$ cat src/rtl/if_fetch_if.sv
// Byte-wide instruction memory port between the fetch stage (master) and the
// memory arbiter (slave).
interface if_fetch_if;
    logic        if_mem_req;
    logic [31:0] if_mem_addr;
    logic        mem_grant;
    logic [7:0]  mem_byte;

    modport master (
        output if_mem_req,
        output if_mem_addr,
        input  mem_grant,
        input  mem_byte
    );

    modport slave (
        input  if_mem_req,
        input  if_mem_addr,
        output mem_grant,
        output mem_byte
    );
endinterface

$ cat src/rtl/if_fetch.sv
// Instruction fetch stage: assembles a 32-bit little-endian word from four byte reads.
// Define IF_ICACHE_EN to add a 16-entry direct-mapped instruction cache.
module if_fetch (
    input  logic         clk,
    input  logic         rst_n,
    input  logic [5:0]   stall_i,
    input  logic         branch_flag_i,
    input  logic [31:0]  branch_target_i,
    if_fetch_if.master   mem,
    output logic [31:0]  if_pc_o,
    output logic [31:0]  if_inst_o,
    output logic         stallreq_if_o
);

    typedef enum logic [1:0] {
        IDLE  = 2'd0,
        FETCH = 2'd1,
        DONE  = 2'd2
    } state_t;

    state_t      state_q, state_d;
    logic [31:0] pc_q, pc_d;
    logic [2:0]  issue_q, issue_d;
    logic [1:0]  rcv_q, rcv_d;
    logic        inflight_q, inflight_d;
    logic [31:0] buf_q, buf_d;
    logic [31:0] if_pc_q, if_pc_d;
    logic [31:0] if_inst_q, if_inst_d;

    logic        req_s;
    logic        capture_s;
    logic        last_s;
    logic [31:0] word_s;
    logic        hit_s;
    logic [31:0] hit_word_s;
    logic        unused_stall_s;

    // Only bit 0 of the stall vector concerns this stage.
    assign unused_stall_s = ^stall_i[5:1];

`ifdef IF_ICACHE_EN
    logic [15:0] valid_q;
    logic [11:0] tag_q  [16];
    logic [31:0] data_q [16];
    logic [3:0]  idx_s;
    logic        fill_s;

    assign idx_s      = pc_q[5:2];
    assign hit_s      = (state_q == FETCH) && valid_q[idx_s] && (tag_q[idx_s] == pc_q[17:6]);
    assign hit_word_s = data_q[idx_s];
    // A fetch cancelled by a redirect must not leave its word behind.
    assign fill_s     = last_s && !branch_flag_i;

    // Valid bits, cleared by reset and set on each completed memory fetch.
    always_ff @(posedge clk or negedge rst_n) begin
        if (!rst_n) begin
            valid_q <= 16'd0;
        end else if (fill_s) begin
            valid_q[idx_s] <= 1'b1;
        end
    end

    // Tag and data storage, written alongside the valid bit.
    always_ff @(posedge clk) begin
        if (fill_s) begin
            tag_q[idx_s]  <= pc_q[17:6];
            data_q[idx_s] <= word_s;
        end
    end
`else
    assign hit_s      = 1'b0;
    assign hit_word_s = 32'd0;
`endif

    assign req_s     = (state_q == FETCH) && (issue_q < 3'd4) && !hit_s;
    assign capture_s = (state_q == FETCH) && inflight_q;
    assign last_s    = capture_s && (rcv_q == 2'd3);
    assign word_s    = {mem.mem_byte, buf_q[23:0]};

    assign mem.if_mem_req  = req_s;
    assign mem.if_mem_addr = pc_q + {29'd0, issue_q};
    assign if_pc_o         = if_pc_q;
    assign if_inst_o       = if_inst_q;
    assign stallreq_if_o   = (state_q != DONE);

    // Next-state logic; a redirect overrides every other event.
    always_comb begin
        state_d    = state_q;
        pc_d       = pc_q;
        issue_d    = issue_q;
        rcv_d      = rcv_q;
        inflight_d = req_s && mem.mem_grant;
        buf_d      = buf_q;
        if_pc_d    = if_pc_q;
        if_inst_d  = if_inst_q;
        if (branch_flag_i) begin
            state_d    = FETCH;
            pc_d       = branch_target_i;
            issue_d    = 3'd0;
            rcv_d      = 2'd0;
            inflight_d = 1'b0;
            if_pc_d    = 32'd0;
            if_inst_d  = 32'd0;
        end else begin
            case (state_q)
                IDLE: begin
                    state_d    = FETCH;
                    issue_d    = 3'd0;
                    rcv_d      = 2'd0;
                    inflight_d = 1'b0;
                end
                FETCH: begin
                    if (hit_s) begin
                        state_d   = DONE;
                        if_pc_d   = pc_q;
                        if_inst_d = hit_word_s;
                    end else begin
                        if (req_s && mem.mem_grant) begin
                            issue_d = issue_q + 3'd1;
                        end else begin
                            issue_d = issue_q;
                        end
                        if (capture_s) begin
                            buf_d[{rcv_q, 3'b000} +: 8] = mem.mem_byte;
                            rcv_d = rcv_q + 2'd1;
                        end else begin
                            rcv_d = rcv_q;
                        end
                        if (last_s) begin
                            state_d   = DONE;
                            if_pc_d   = pc_q;
                            if_inst_d = word_s;
                        end else begin
                            state_d = FETCH;
                        end
                    end
                end
                DONE: begin
                    if (!stall_i[0]) begin
                        state_d = FETCH;
                        pc_d    = pc_q + 32'd4;
                        issue_d = 3'd0;
                        rcv_d   = 2'd0;
                    end else begin
                        state_d = DONE;
                    end
                end
                default: begin
                    state_d = IDLE;
                end
            endcase
        end
    end

    // State, PC, byte assembly and presented-instruction registers.
    always_ff @(posedge clk or negedge rst_n) begin
        if (!rst_n) begin
            state_q    <= IDLE;
            pc_q       <= 32'd0;
            issue_q    <= 3'd0;
            rcv_q      <= 2'd0;
            inflight_q <= 1'b0;
            buf_q      <= 32'd0;
            if_pc_q    <= 32'd0;
            if_inst_q  <= 32'd0;
        end else begin
            state_q    <= state_d;
            pc_q       <= pc_d;
            issue_q    <= issue_d;
            rcv_q      <= rcv_d;
            inflight_q <= inflight_d;
            buf_q      <= buf_d;
            if_pc_q    <= if_pc_d;
            if_inst_q  <= if_inst_d;
        end
    end

endmodule

$ cat src/flat_wrapper.sv
// flat-port wrapper written by rule: the top's interface ports become plain ports
module if_fetch_flat 
  (clk, rst_n, stall_i, branch_flag_i, branch_target_i, if_pc_o, if_inst_o, stallreq_if_o, mem_if_mem_req, mem_if_mem_addr, mem_mem_grant, mem_mem_byte);
  if_fetch_if mem_i ();
  input  logic clk;
  input  logic rst_n;
  input  logic [5:0] stall_i;
  input  logic branch_flag_i;
  input  logic [31:0] branch_target_i;
  output logic [31:0] if_pc_o;
  output logic [31:0] if_inst_o;
  output logic stallreq_if_o;
  output wire logic [$bits(mem_i.if_mem_req)-1:0] mem_if_mem_req;
  output wire logic [$bits(mem_i.if_mem_addr)-1:0] mem_if_mem_addr;
  input wire logic [$bits(mem_i.mem_grant)-1:0] mem_mem_grant;
  input wire logic [$bits(mem_i.mem_byte)-1:0] mem_mem_byte;
  assign mem_if_mem_req = mem_i.if_mem_req;
  assign mem_if_mem_addr = mem_i.if_mem_addr;
  assign mem_i.mem_grant = mem_mem_grant;
  assign mem_i.mem_byte = mem_mem_byte;
  if_fetch u_core (.clk(clk), .rst_n(rst_n), .stall_i(stall_i), .branch_flag_i(branch_flag_i), .branch_target_i(branch_target_i), .mem(mem_i), .if_pc_o(if_pc_o), .if_inst_o(if_inst_o), .stallreq_if_o(stallreq_if_o));
endmodule
$ cat config.mk
export PLATFORM = sky130hd
export DESIGN_NAME = if_fetch_flat
export DESIGN_NICKNAME = d
export VERILOG_FILES = /design/src/rtl/if_fetch_if.sv /design/src/rtl/if_fetch.sv /design/src/flat_wrapper.sv
export SDC_FILE = /design/constraint.sdc
export NUM_CORES = 1
export LEC_CHECK = 0
export BUFFER_PORTS_ARGS = -buffer_cell sky130_fd_sc_hd__buf_2
export CAP_MARGIN = 20
export CORE_ASPECT_RATIO = 0.7
export CORE_MARGIN = 2
export CORE_UTILIZATION = 45
export CTS_CLUSTER_SIZE = 14
export DETAILED_ROUTE_END_ITERATION = 16
export MAX_ROUTING_LAYER = met4
export PLACE_DENSITY = 0.76
export SLEW_MARGIN = 20
export SYNTH_ARGS = -nofsm -noshare
export SYNTH_HDL_FRONTEND = slang
export SYNTH_SLANG_ARGS = --single-unit
$ cat constraint.sdc
create_clock -name clk -period 6.58 [get_ports clk]
set_input_delay 0.329 -clock clk [delete_from_list [all_inputs] [get_ports clk]]
set_output_delay 0.329 -clock clk [all_outputs]
set_load 0.02 [all_outputs]
==> flow_summary.toml <==
[finish]
multi_input_area_mm2 = 0.00291
regArea_mm2 = 0.00320
drive_gt1_frac = 0.221
area_growth_pct = 20.4
nFillCells = 1307
fin_util = 0.556
diodes = 0
instances_no_fill = 1050
final_nets = 912

[timing]
finalSetupTns_ns = 0
finalMaxSlewViolations = 0
grt_setup_unrepaired = "false"
period_share = 0.556
max_slew_margin = 0.341
finalHoldViolCount = 64
fmax_ghz = 0.273
finalCriticalPeriod_ns = 3.66
setup_viol = 0
worstMarginPinSlew_ns = 0.979
setup_ws_ns = 2.92
whs_ns = -0.0236
skew_ns = 0.0113

[clocking]
clock-root-buffer = "clkbuf_16"
clock_latency_ns = 0.41
cts_buffer_depth = 2
postCtsResizedCells = 0
h-tree-depth = 4
cts_hold_buffers = 0
clock-sinks = 128
cts_tree = "yes"
clk_pin_slew_ns = 0.06
cts_buffers = 17
cts_setup_buffers = 0

[logic_synthesis]
avgSynthCellArea_um2 = 8.74
syn-num-nets = 803
synth_top_flop_cell = "dfrtp_1"
ys_top_cells_by_count = "nand2_1 (231), dfrtp_1 (128), a21oi_1 (67)"
async_flop_share = 1.00
synth_area_leaders = "dfrtp_1 (50%), nand2_1 (13%), a21oi_1 (5.2%)"
ys_types = 46
yosysTopAreaCell = "dfrtp_1"
synth_top_cell_area_share = 0.497
yosysMostFrequentCell = "nand2_1"
ys_warn_count = 0
synth.yosys.seq_area_share = 0.497
synth-seq-cells = 128
synth_area_mm2 = 0.00645
synth-edff-count = 0
syn_inst = 738

[setup_path]
cp-end-kind = "primary output"
worstPathArrival_ns = 3.33
path_class = "reg -> out"
worst_ep_required_time_ns = 6.25
crit_fanout = 8
start_kind = "flip-flop"
reg2reg_slack_ns = 3.97

[run_status]
status = "finished with violations"
violations = "hold timing"

[detailed_routing]
drt_first_iter_violations = 304
vias = 5514
wl_per_cell_um = 15.7
dr.pass1.iters = 6
drc_errors = 0
ant_nets = 0
wl_mm = 16.5
vias_per_cell = 5.25

[place]
port_buffers = 142
dp_cells = 1018
place_ws_ns = 3.45
dp_hpwl_mm = 11.4
gp_congestion = 0.942

[die]
die-area_mm2 = 0.0153
placementRows = 36
die_x_um = 147
die_h_um = 104
core_area_mm2 = 0.0140
ioPinCount = 148
start_util = 0.462

[global_routing]
track_usage = 0.227
grt_max_degree = 82
globalRouteOverflowTotal = 0
antenna_found_initial = 0
first_global_vias = 5244
grt_pass1_wl_mm = 26.9

[run]
max_cap_violations = 0

[worst_hold_path]
hp-class = "in -> async"

[pwr]
leakage_nw = 3.55
finalPower_mw = 2.06
power.density_mw_per_mm2 = 265
worst_ir_drop_vdd_v = 0.000156
==> layout make-up <==
cell class                      instances  area share
Clock buffer                           17      0.0548
Clock inverter                         15      0.0267
Inverter                                9     0.00435
Multi-Input combinational cell        545       0.375
Sequential cell                       128       0.412
Tap cell                              190      0.0306
Timing Repair Buffer                  146      0.0965
==> metrics by stage <==
stage	area [um^2]	hold slack (ns)
after global routing	7770	0.0248
after floorplan	6450	0.0334
after detailed placement	7130	0.470
final	7770	-0.0236
after CTS	7760	0.109
after global placement	7130	0.462
==> layer usage <==
metal  share of wire  track usage
met1            0.49        0.336
met3           0.070       0.0588
met5               0            -
met4          0.0067       0.0522
met2            0.43        0.311
==> layout by cell type, fill, tap and decap left out, drive strengths merged, types with 3 or more instances in the layout <==
| cell type | instances |
|---|---|
| and4 | 4 |
| xor2 | 29 |
| buf | 146 |
| dfrtp | 128 |
| a21o | 3 |
| nand4 | 11 |
| nor4 | 9 |
| nor2b | 3 |
| a21oi | 67 |
| nand2 | 232 |
| ha | 14 |
| nor3b | 3 |
| and3 | 4 |
| bufinv | 4 |
| nor2 | 21 |
| a22oi | 3 |
| xnor2 | 30 |
| o21ai | 53 |
| inv | 13 |
| nor3 | 19 |
| clkbuf | 17 |
| clkinv | 3 |
| nand3 | 17 |
| mux2 | 3 |
| clkinvlp | 4 |
| or3 | 6 |
==> flip-flops by register name, summed over array words and instances, names as in the netlist <==
register,count
u_core.buf_q,24
u_core.if_inst_o,32
u_core.if_pc_o,32
u_core.inflight_q,1
u_core.issue_q,3
u_core.pc_q,32
u_core.rcv_q,2
u_core.state_q,2
==> power by group <==
part / switching, mW / internal, mW / leakage, nW
registers: 0.0481 / 0.818 / 1.71
logic: 0.115 / 0.0667 / 1.54
clock network: 0.370 / 0.639 / 0.297
total: 0.533 / 1.52 / 3.55
==> worst paths after layout <==
path                                     startpoint  depth (start not counted)                  end
worst min register to register     u_core.buf_q[17]                          2     u_core.buf_q[17]
min in group clk                branch_target_i[19]                          3      u_core.pc_q[19]
worst min-delay path                          rst_n                          1    u_core.if_pc_o[2]
max in group asynchronous                     rst_n                          2   u_core.if_pc_o[27]
worst max register to register    u_core.state_q[0]                          7      u_core.pc_q[24]
worst max-delay path              u_core.issue_q[0]                          8  mem_if_mem_addr[22]
==> kinds of logic (layout without fill, tap and decap cells) <==
family | count (synthesis) | count (layout) | synth area share
AOI/OAI and AO/OA | 132 | 132 | 0.107
xor gates and xnor gates | 59 | 59 | 0.0813
adders and majority gates | 15 | 15 | 0.0303
buffers and inverters | 65 | 187 | 0.0532
DFF | 128 | 128 | 0.497
muxes | 5 | 5 | 0.00834
and+or+nand+nor | 334 | 334 | 0.223
==> critical path, cell delays in order (launching register included) <==
cell and delay [ns]:
dfrtp_1 0.42, ha_1 0.21, fa_1 0.21, a21o_1 0.14
nand4_1 0.40, nor4_1 0.97, nand3_1 0.19, xnor2_1 0.19
buf_2 0.19
Power figures use the tool's default switching activity.
